### src/rtl/hs_fsm_pkg.sv
// Shared types and helpers for the multi-channel done/ack sequencer.
// Optional timeout/error path is enabled by HS_TIMEOUT_EN.
package hs_fsm_pkg;

  localparam int HS_STATE_W = 3;

  typedef enum logic [HS_STATE_W-1:0] {
    READY = 3'd0,
    TRANS = 3'd1,
    WRITE = 3'd2,
    READ  = 3'd3,
    ERR   = 3'd4
  } hs_state_t;

  function automatic logic is_active(
    input logic [HS_STATE_W-1:0] s
  );
    return (s == TRANS) || (s == WRITE) ||
           (s == READ);
  endfunction

endpackage

### src/rtl/hs_chan_fsm.sv
// One handshake channel: state, ack pulse, txn counter, timeout.
// Timer and ERR state exist only when HS_TIMEOUT_EN is defined.
module hs_chan_fsm
  import hs_fsm_pkg::*;
#(
  parameter int CNT_W       = 8,
  parameter int TO_W        = 8,
  parameter int TIMEOUT_CYC = 200
) (
  input  logic                  clk,
  input  logic                  rstn,
  input  logic                  i_done,
  input  logic                  i_clr_err,
  output logic                  o_ack,
  output logic [HS_STATE_W-1:0] o_state,
  output logic [CNT_W-1:0]      o_cnt,
  output logic                  o_busy,
  output logic                  o_err
);

  logic [HS_STATE_W-1:0] r_state;
  logic [CNT_W-1:0]      r_cnt;
  logic                  r_ack;
  logic [HS_STATE_W-1:0] w_leg;
  logic [HS_STATE_W-1:0] w_nxt;
  logic                  w_inc;

  always_comb begin
    w_leg = r_state;
    w_inc = 1'b0;
    case (r_state)
      READY: if (i_done) w_leg = TRANS;
      TRANS: if (!i_done) w_leg = WRITE;
      WRITE: if (i_done) w_leg = READ;
      READ: begin
        if (i_done) begin
          w_leg = READY;
          w_inc = 1'b1;
        end
      end
`ifdef HS_TIMEOUT_EN
      ERR: if (i_clr_err) w_leg = READY;
`endif
      default: w_leg = READY;
    endcase
  end

`ifdef HS_TIMEOUT_EN
  logic [TO_W-1:0] r_timer;
  logic            w_hold;
  logic            w_expire;

  assign w_hold   = is_active(r_state) &&
                    (w_leg == r_state);
  assign w_expire = w_hold &&
    (r_timer == TO_W'(TIMEOUT_CYC - 1));
  assign w_nxt    = w_expire ? ERR : w_leg;
  assign o_err    = (r_state == ERR);

  always_ff @(posedge clk or negedge rstn) begin
    if (!rstn)
      r_timer <= '0;
    else if (w_hold && !w_expire)
      r_timer <= r_timer + TO_W'(1);
    else
      r_timer <= '0;
  end
`else
  logic unused_clr;
  localparam int unused_to_cfg =
    TO_W + TIMEOUT_CYC;

  assign unused_clr = i_clr_err;
  assign w_nxt      = w_leg;
  assign o_err      = 1'b0;
`endif

  always_ff @(posedge clk or negedge rstn) begin
    if (!rstn) begin
      r_state <= READY;
      r_ack   <= 1'b0;
      r_cnt   <= '0;
    end else begin
      r_state <= w_nxt;
      r_ack   <= i_done &&
                 ((r_state == READY) ||
                  (r_state == WRITE));
      if (w_inc)
        r_cnt <= r_cnt + CNT_W'(1);
    end
  end

  assign o_ack   = r_ack;
  assign o_state = r_state;
  assign o_cnt   = r_cnt;
  assign o_busy  = is_active(r_state);

endmodule

### src/rtl/multi_chan_hs_fsm.sv
// NCH independent done/ack sequencers with packed status export.
// Define HS_TIMEOUT_EN to enable per-channel timeout and ERR state.
module multi_chan_hs_fsm
  import hs_fsm_pkg::*;
#(
  parameter int NCH         = 4,
  parameter int CNT_W       = 8,
  parameter int TO_W        = 8,
  parameter int TIMEOUT_CYC = 200
) (
  input  logic                      clk,
  input  logic                      rstn,
  input  logic [NCH-1:0]            done,
  input  logic [NCH-1:0]            clr_err,
  output logic [NCH-1:0]            ack,
  output logic [NCH-1:0]            busy,
  output logic [NCH-1:0]            err,
  output logic [HS_STATE_W*NCH-1:0] state_o,
  output logic [CNT_W*NCH-1:0]      txn_cnt,
  output logic                      any_busy
);

  for (genvar c = 0; c < NCH; c++) begin : g_ch
    hs_chan_fsm #(
      .CNT_W      (CNT_W),
      .TO_W       (TO_W),
      .TIMEOUT_CYC(TIMEOUT_CYC)
    ) u_ch (
      .clk      (clk),
      .rstn     (rstn),
      .i_done   (done[c]),
      .i_clr_err(clr_err[c]),
      .o_ack    (ack[c]),
      .o_state  (state_o[HS_STATE_W*c +: HS_STATE_W]),
      .o_cnt    (txn_cnt[CNT_W*c +: CNT_W]),
      .o_busy   (busy[c]),
      .o_err    (err[c])
    );
  end

  assign any_busy = |busy;

endmodule

### config.mk
export PLATFORM = sky130hd
export DESIGN_NAME = multi_chan_hs_fsm
export DESIGN_NICKNAME = d
export VERILOG_FILES = /design/src/rtl/hs_fsm_pkg.sv /design/src/rtl/hs_chan_fsm.sv /design/src/rtl/multi_chan_hs_fsm.sv
export SDC_FILE = /design/constraint.sdc
export NUM_CORES = 1
export LEC_CHECK = 0
export ABC_CLOCK_PERIOD_IN_PS = 1530
export CORE_UTILIZATION = 59
export CTS_BUF_LIST = sky130_fd_sc_hd__clkbuf_4
export CTS_CLUSTER_DIAMETER = 150
export DETAILED_ROUTE_END_ITERATION = 16
export DONT_BUFFER_PORTS = 1
export GPL_ROUTABILITY_DRIVEN = 0
export HOLD_SLACK_MARGIN = 0.02
export MAX_ROUTING_LAYER = met4
export PLACE_DENSITY = 0.85
export SYNTH_ARGS = -nofsm -noshare
export SYNTH_HDL_FRONTEND = slang
export SYNTH_HIERARCHICAL = 1
export SYNTH_SLANG_ARGS = --single-unit
### constraint.sdc
create_clock -name clk -period 1.53 [get_ports clk]
set_input_delay 0.153 -clock clk [delete_from_list [all_inputs] [get_ports clk]]
set_output_delay 0.153 -clock clk [all_outputs]
set_load 0.02 [all_outputs]
======== Word-level counts from Yosys, hierarchy flattened ========
Index checks and enable logic that the tools add are counted.
operators by class
  add/sub/neg operators ................... 4
  equal/unequal tests ..................... 28
  multiplexer cells ....................... 28
  reductions and logical operators ........ 25
operators with widths
  kind                                                              count
  3-bit 2-to-1 mux                                                  16
  3-bit one-hot mux with 4 select lines                             4
  8-bit by 1-bit adder with 8-bit output (second input constant)    4
  2-bit != test (second input constant)                             16
  3-bit by 2-bit == test with 1-bit output (second input constant)  8
  4-bit AND reduction                                               4
  3-bit by 1-bit == test with 1-bit output (second input constant)  4
  3-bit logical NOT                                                 4
  1-bit logical OR                                                  12
  1-bit 2-to-1 mux                                                  8
  1-bit logical AND                                                 4
  4-bit OR reduction                                                1
word-level totals
  register bits ........................... 48
  input port bits ......................... 10
  word-level logic and storage cells ...... 97

======== Longest topological paths before layout ========
  word-level depth ........................ 4
  mapped depth ............................ 5

======== Modules after synthesis ========
The synthesis kept the hierarchy.
by module, submodules not included
  module             times used  cells an instance  area each (µm²)
  hs_chan_fsm        4           53                 578.1
  multi_chan_hs_fsm  1           1                  7.5

======== Worst setup path after synthesis ========
Ideal clock, no wire load.
  path kind ............................... flip-flop to flip-flop
  from .................................... register g_ch[0].u_ch.r_state[0]
  to ...................................... register g_ch[0].u_ch.r_state[1]
  setup time .............................. 0.128 ns
  arrival time ............................ 1.676 ns
  data required time ...................... 1.402 ns
  setup slack ............................. -0.274 ns
  stages on the path, launching flop included .. 6
  path buffers ............................ 0
  cells stage by stage .................... dfrtp_1 > inv_1 > ha_1 > or3_4 > mux2i_1 > mux2_1
on the way
  word-level cells in the longest chain between the ends .. 3
ends and longest elaborated chain
  what                                                              RTL line           source
  from (decl)                                                       hs_chan_fsm.sv:21  logic [HS_STATE_W-1:0] r_state;
  from (signal assigned)                                            hs_chan_fsm.sv:84  r_state <= w_nxt;
  3-bit by 1-bit == test with 1-bit output (tied with other cells)  hs_chan_fsm.sv:31  case (r_state)
  2-bit != test (no source line)                                    --
  4-bit AND reduction (no source line)                              --
Parallel ways exist; a longest one is shown, timed or not.
A chain may end at the register's enable or synchronous reset.

======== Worst setup path after layout ========
  from .................................... register g_ch[2].u_ch.r_state[0]
  to ...................................... output port any_busy
on the way
  word-level cells in the longest chain between the ends .. 4
ends and longest elaborated chain
  what                                                                                                         RTL line                 source
  from (decl)                                                                                                  hs_chan_fsm.sv:21
  from (signal assigned)                                                                                       hs_chan_fsm.sv:84
  3-bit by 1-bit == test with 1-bit output / 3-bit by 2-bit == test with 1-bit output (equally long branches)  hs_fsm_pkg.sv:18         return (s == TRANS) || (s == WRITE) ||
  1-bit logical OR                                                                                             hs_fsm_pkg.sv:18
  1-bit logical OR (*)                                                                                         hs_fsm_pkg.sv:18
  4-bit OR reduction (*)                                                                                       multi_chan_hs_fsm.sv:41  assign any_busy = |busy;
  to (decl)                                                                                                    multi_chan_hs_fsm.sv:20  output logic any_busy
Mark *: on every way between the ends. The rest lies on a longest branch, timed or not.

==> reports/results.ini <==
[floorplan]
core_mm2=0.00372
fp-row-count=22
die_h_um=64.7
dieArea_mm2=0.00419
start_util_pct=62.4
die_w_um=64.7
io-pin-count=67

[synth]
synth_top_cell_by_area=dfrtp_1
yosysMostFrequentCell=dfrtp_1
synth-edff-count=0
synth_xor_area_share_pct=10.6
syn_area_mm2=0.00232
synthArstFlopShare_pct=100
syn_area_per_cell_um2=10.9
muxShareOfSynthArea_pct=5.61
ys_types=19
synthTopCellsByCount=dfrtp_1, ha_1, nand2_1, xor2_1
synth_top_family_by_area=simple AND/OR/NAND/NOR gates
synth_compound_area_share_pct=2.37
ys_seq_area_share_pct=47.5
synthTopCellsByArea=dfrtp_1, ha_1, xor2_1
ys_warn_count=6
ys.flop_type=dfrtp_1
yosys.area_share.adder_pct=12.9
ys_ff_latch=44
yosys.area_share.simple_pct=15.2
synth_top_cell_area_share_pct=47.5
synthesis.instances=213

[critical_path]
rr_endpoint=g_ch[2].u_ch/o_state[1]$_DFFE_PN0P_
arrival_ns=1.73
cp-start-kind=register
critPathCaptureType=output pin
r2r_start=g_ch[2].u_ch/o_state[0]$_DFFE_PN0P_
worstPathRequired_ns=1.38
r2r_slack_ns=-0.27
cp_max_fo=3
worst_r2r_path_depth=5
crit_type=register to output pin

[sta]
hold_viol_final=0
rsz0062_at_grt=yes
period_share_pct=123
period_needed_ns=1.88
whs_ns=0.0662
setup_viol=7
fmax_mhz=532
fin_skew_ns=0.0177
drv_slew=0
setup_ws_ns=-0.351

[layout]
final_core_util_pct=85.8
fin_nets=310
final_area_mm2=0.00319
syn2layout_area_growth_pct=37.4
antennaDiodeCount=0
fillCellCount=179
layout-drive-gt1-share_pct=43.7

[placement]
placed_cell_area_mm2=0.00271
portBuffers=0
dp_hpwl_um=3130
pre_cts_slack_ns=-0.102

[power_and_ir_drop]
power_density_mw_per_mm2=1970
vdd_drop_max_v=0.00154
p_leak_uw=0.00157

[global_routing]
grt_start_max_net_pins=45
grt_usage_pct=26.8
grt_pass1_wl_um=8120
grt-ovfl-total=0
grt_antenna_before_repair=0
grt_pass1_vias=1761

[clock_network]
cts_buffer_depth=2
clk_latency_ns=0.36
cts_sinks=44
clkTransAtPathRegs_ns=0.13
root_buffer=clkbuf_4
cts_buffers=5
cts_tree=done
cts.htree.levels=2

[route]
wl_um=5760
first_pass_iters=4
drtIter0Drc=154
wl_per_cell_um=17.7
postRouteAntennaNets=0
via_per_inst=5.41
vias=1758
drc=0

[status]
violations=setup timing
status=complete, but fails checks

[min_path]
min_to=g_ch[1].u_ch/o_cnt[2]$_DFFE_PN0P_
hold_class=input pin to register
holdPathStages=2
hold_start=done[1]

[run]
maxCapViolCount=0

-- kinds of logic (layout without fill, tap and decap cells) --
family / count (synthesis) / after routing
adder cells (fa/ha/maj): 24 / 24
other: 4 / 8
AND/OR/NAND/NOR: 69 / 69
flip-flops: 44 / 44
multiplexers: 12 / 12
AO/OA/AOI/OAI: 8 / 8
buffers and inverters: 24 / 84
XOR/XNOR: 28 / 28
-- registers in the layout (all words and copies together) (netlist names) --
signal,flops
g_ch.u_ch/o_ack,4
g_ch.u_ch/o_cnt,32
g_ch.u_ch/o_state,8
-- cells in the final DEF (no fill, tap or decap) --
master,synthesis,routed
buf_12,0,1
buf_4,8,39
buf_6,0,14
clkbuf_4,0,7
clkinv_2,0,1
conb_1,4,8
dfrtp_1,44,36
dfrtp_2,0,8
dlygate4sd3_1,0,6
ha_1,24,6
ha_2,0,5
ha_4,0,13
inv_1,16,5
inv_2,0,7
inv_4,0,4
mux2_1,4,4
mux2_2,4,3
mux2_4,0,1
mux2i_1,4,4
nand2_1,24,20
nand2_2,0,2
nand2_4,0,2
nand3_1,12,11
nand3_2,0,1
nor2_1,16,16
nor3_1,8,5
nor3_2,0,3
nor4_2,4,2
nor4_4,0,2
o21ai_0,4,1
o21ai_1,0,2
o21ai_2,0,1
o31a_1,4,4
or3_4,4,4
or4_4,0,1
xnor2_1,8,8
xor2_1,20,20
-- per-layer routing --
layer / GRT usage [%] / vias to the layer above / wire length [um] / share of wire, %
li1: - / 807 / - / -
met1: 29.7 / 877 / 2270 / 39
met2: 44.5 / 62 / 3020 / 52
met3: 7.39 / 12 / 294 / 5.1
met4: 12.5 / 0 / 172 / 3.0
met5: - / - / 0 / 0
-- power by group --
group / switching [uW] / internal (uW)
logic: 1900 / 1880
registers: 420 / 1510
clock network: 373 / 215
total: 2690 / 3600
-- worst max-delay path, stage by stage (launching register included) --
cell,delay (ns)
dfrtp_2,0.46
inv_4,0.08
buf_6,0.10
ha_4,0.14
inv_2,0.04
or4_4,0.55
-- metrics by stage --
step / power [uW] / cells / setup TNS, ns
finish: 6290 / 325 / -1.31
global route: 6610 / 325 / -1.64
CTS: 5770 / 319 / -1.06
detailed placement: 4680 / 291 / -0.352
global placement: 4540 / 291 / -0.276
floorplan: 3680 / 217 / -0.467
-- worst max path at each step --
stage                                                   start                                   to  slack [ns]  cells after the start
after floorplan           g_ch[0].u_ch/o_state[0]$_DFFE_PN0P_  g_ch[0].u_ch/o_state[1]$_DFFE_PN0P_       -0.12                      5
after global placement    g_ch[2].u_ch/o_state[1]$_DFFE_PN0P_  g_ch[2].u_ch/o_state[1]$_DFFE_PN0P_       -0.08                      4
after detailed placement  g_ch[3].u_ch/o_state[0]$_DFFE_PN0P_  g_ch[3].u_ch/o_state[1]$_DFFE_PN0P_       -0.10                      5
after CTS                 g_ch[1].u_ch/o_state[1]$_DFFE_PN0P_                             any_busy       -0.31                      5
after global routing      g_ch[2].u_ch/o_state[0]$_DFFE_PN0P_                             any_busy       -0.39                      5
final                     g_ch[2].u_ch/o_state[0]$_DFFE_PN0P_                             any_busy       -0.35                      5
-- area by class of cell --
| type | count | area (um^2) | area share (%) |
|---|---|---|---|
| flip-flops and latches | 44 | 1110 | 34.9 |
| clock inverters | 1 | 5.00 | 0.157 |
| multi-input cells | 149 | 1360 | 42.6 |
| inverters | 16 | 70.1 | 2.20 |
| clock buffers | 7 | 52.6 | 1.65 |
| repair buffers | 60 | 531 | 16.6 |
| well taps | 48 | 60.1 | 1.88 |
-- timing repair --
action	CTS	global route
hold buffers	6	1
buffers inserted	14	5
endpoints found under the hold margin	55	2
setup endpoints to repair	9	15
pin swaps	4	11
resized for setup	22	25
No activity file was read; power rests on OpenSTA's default activity.
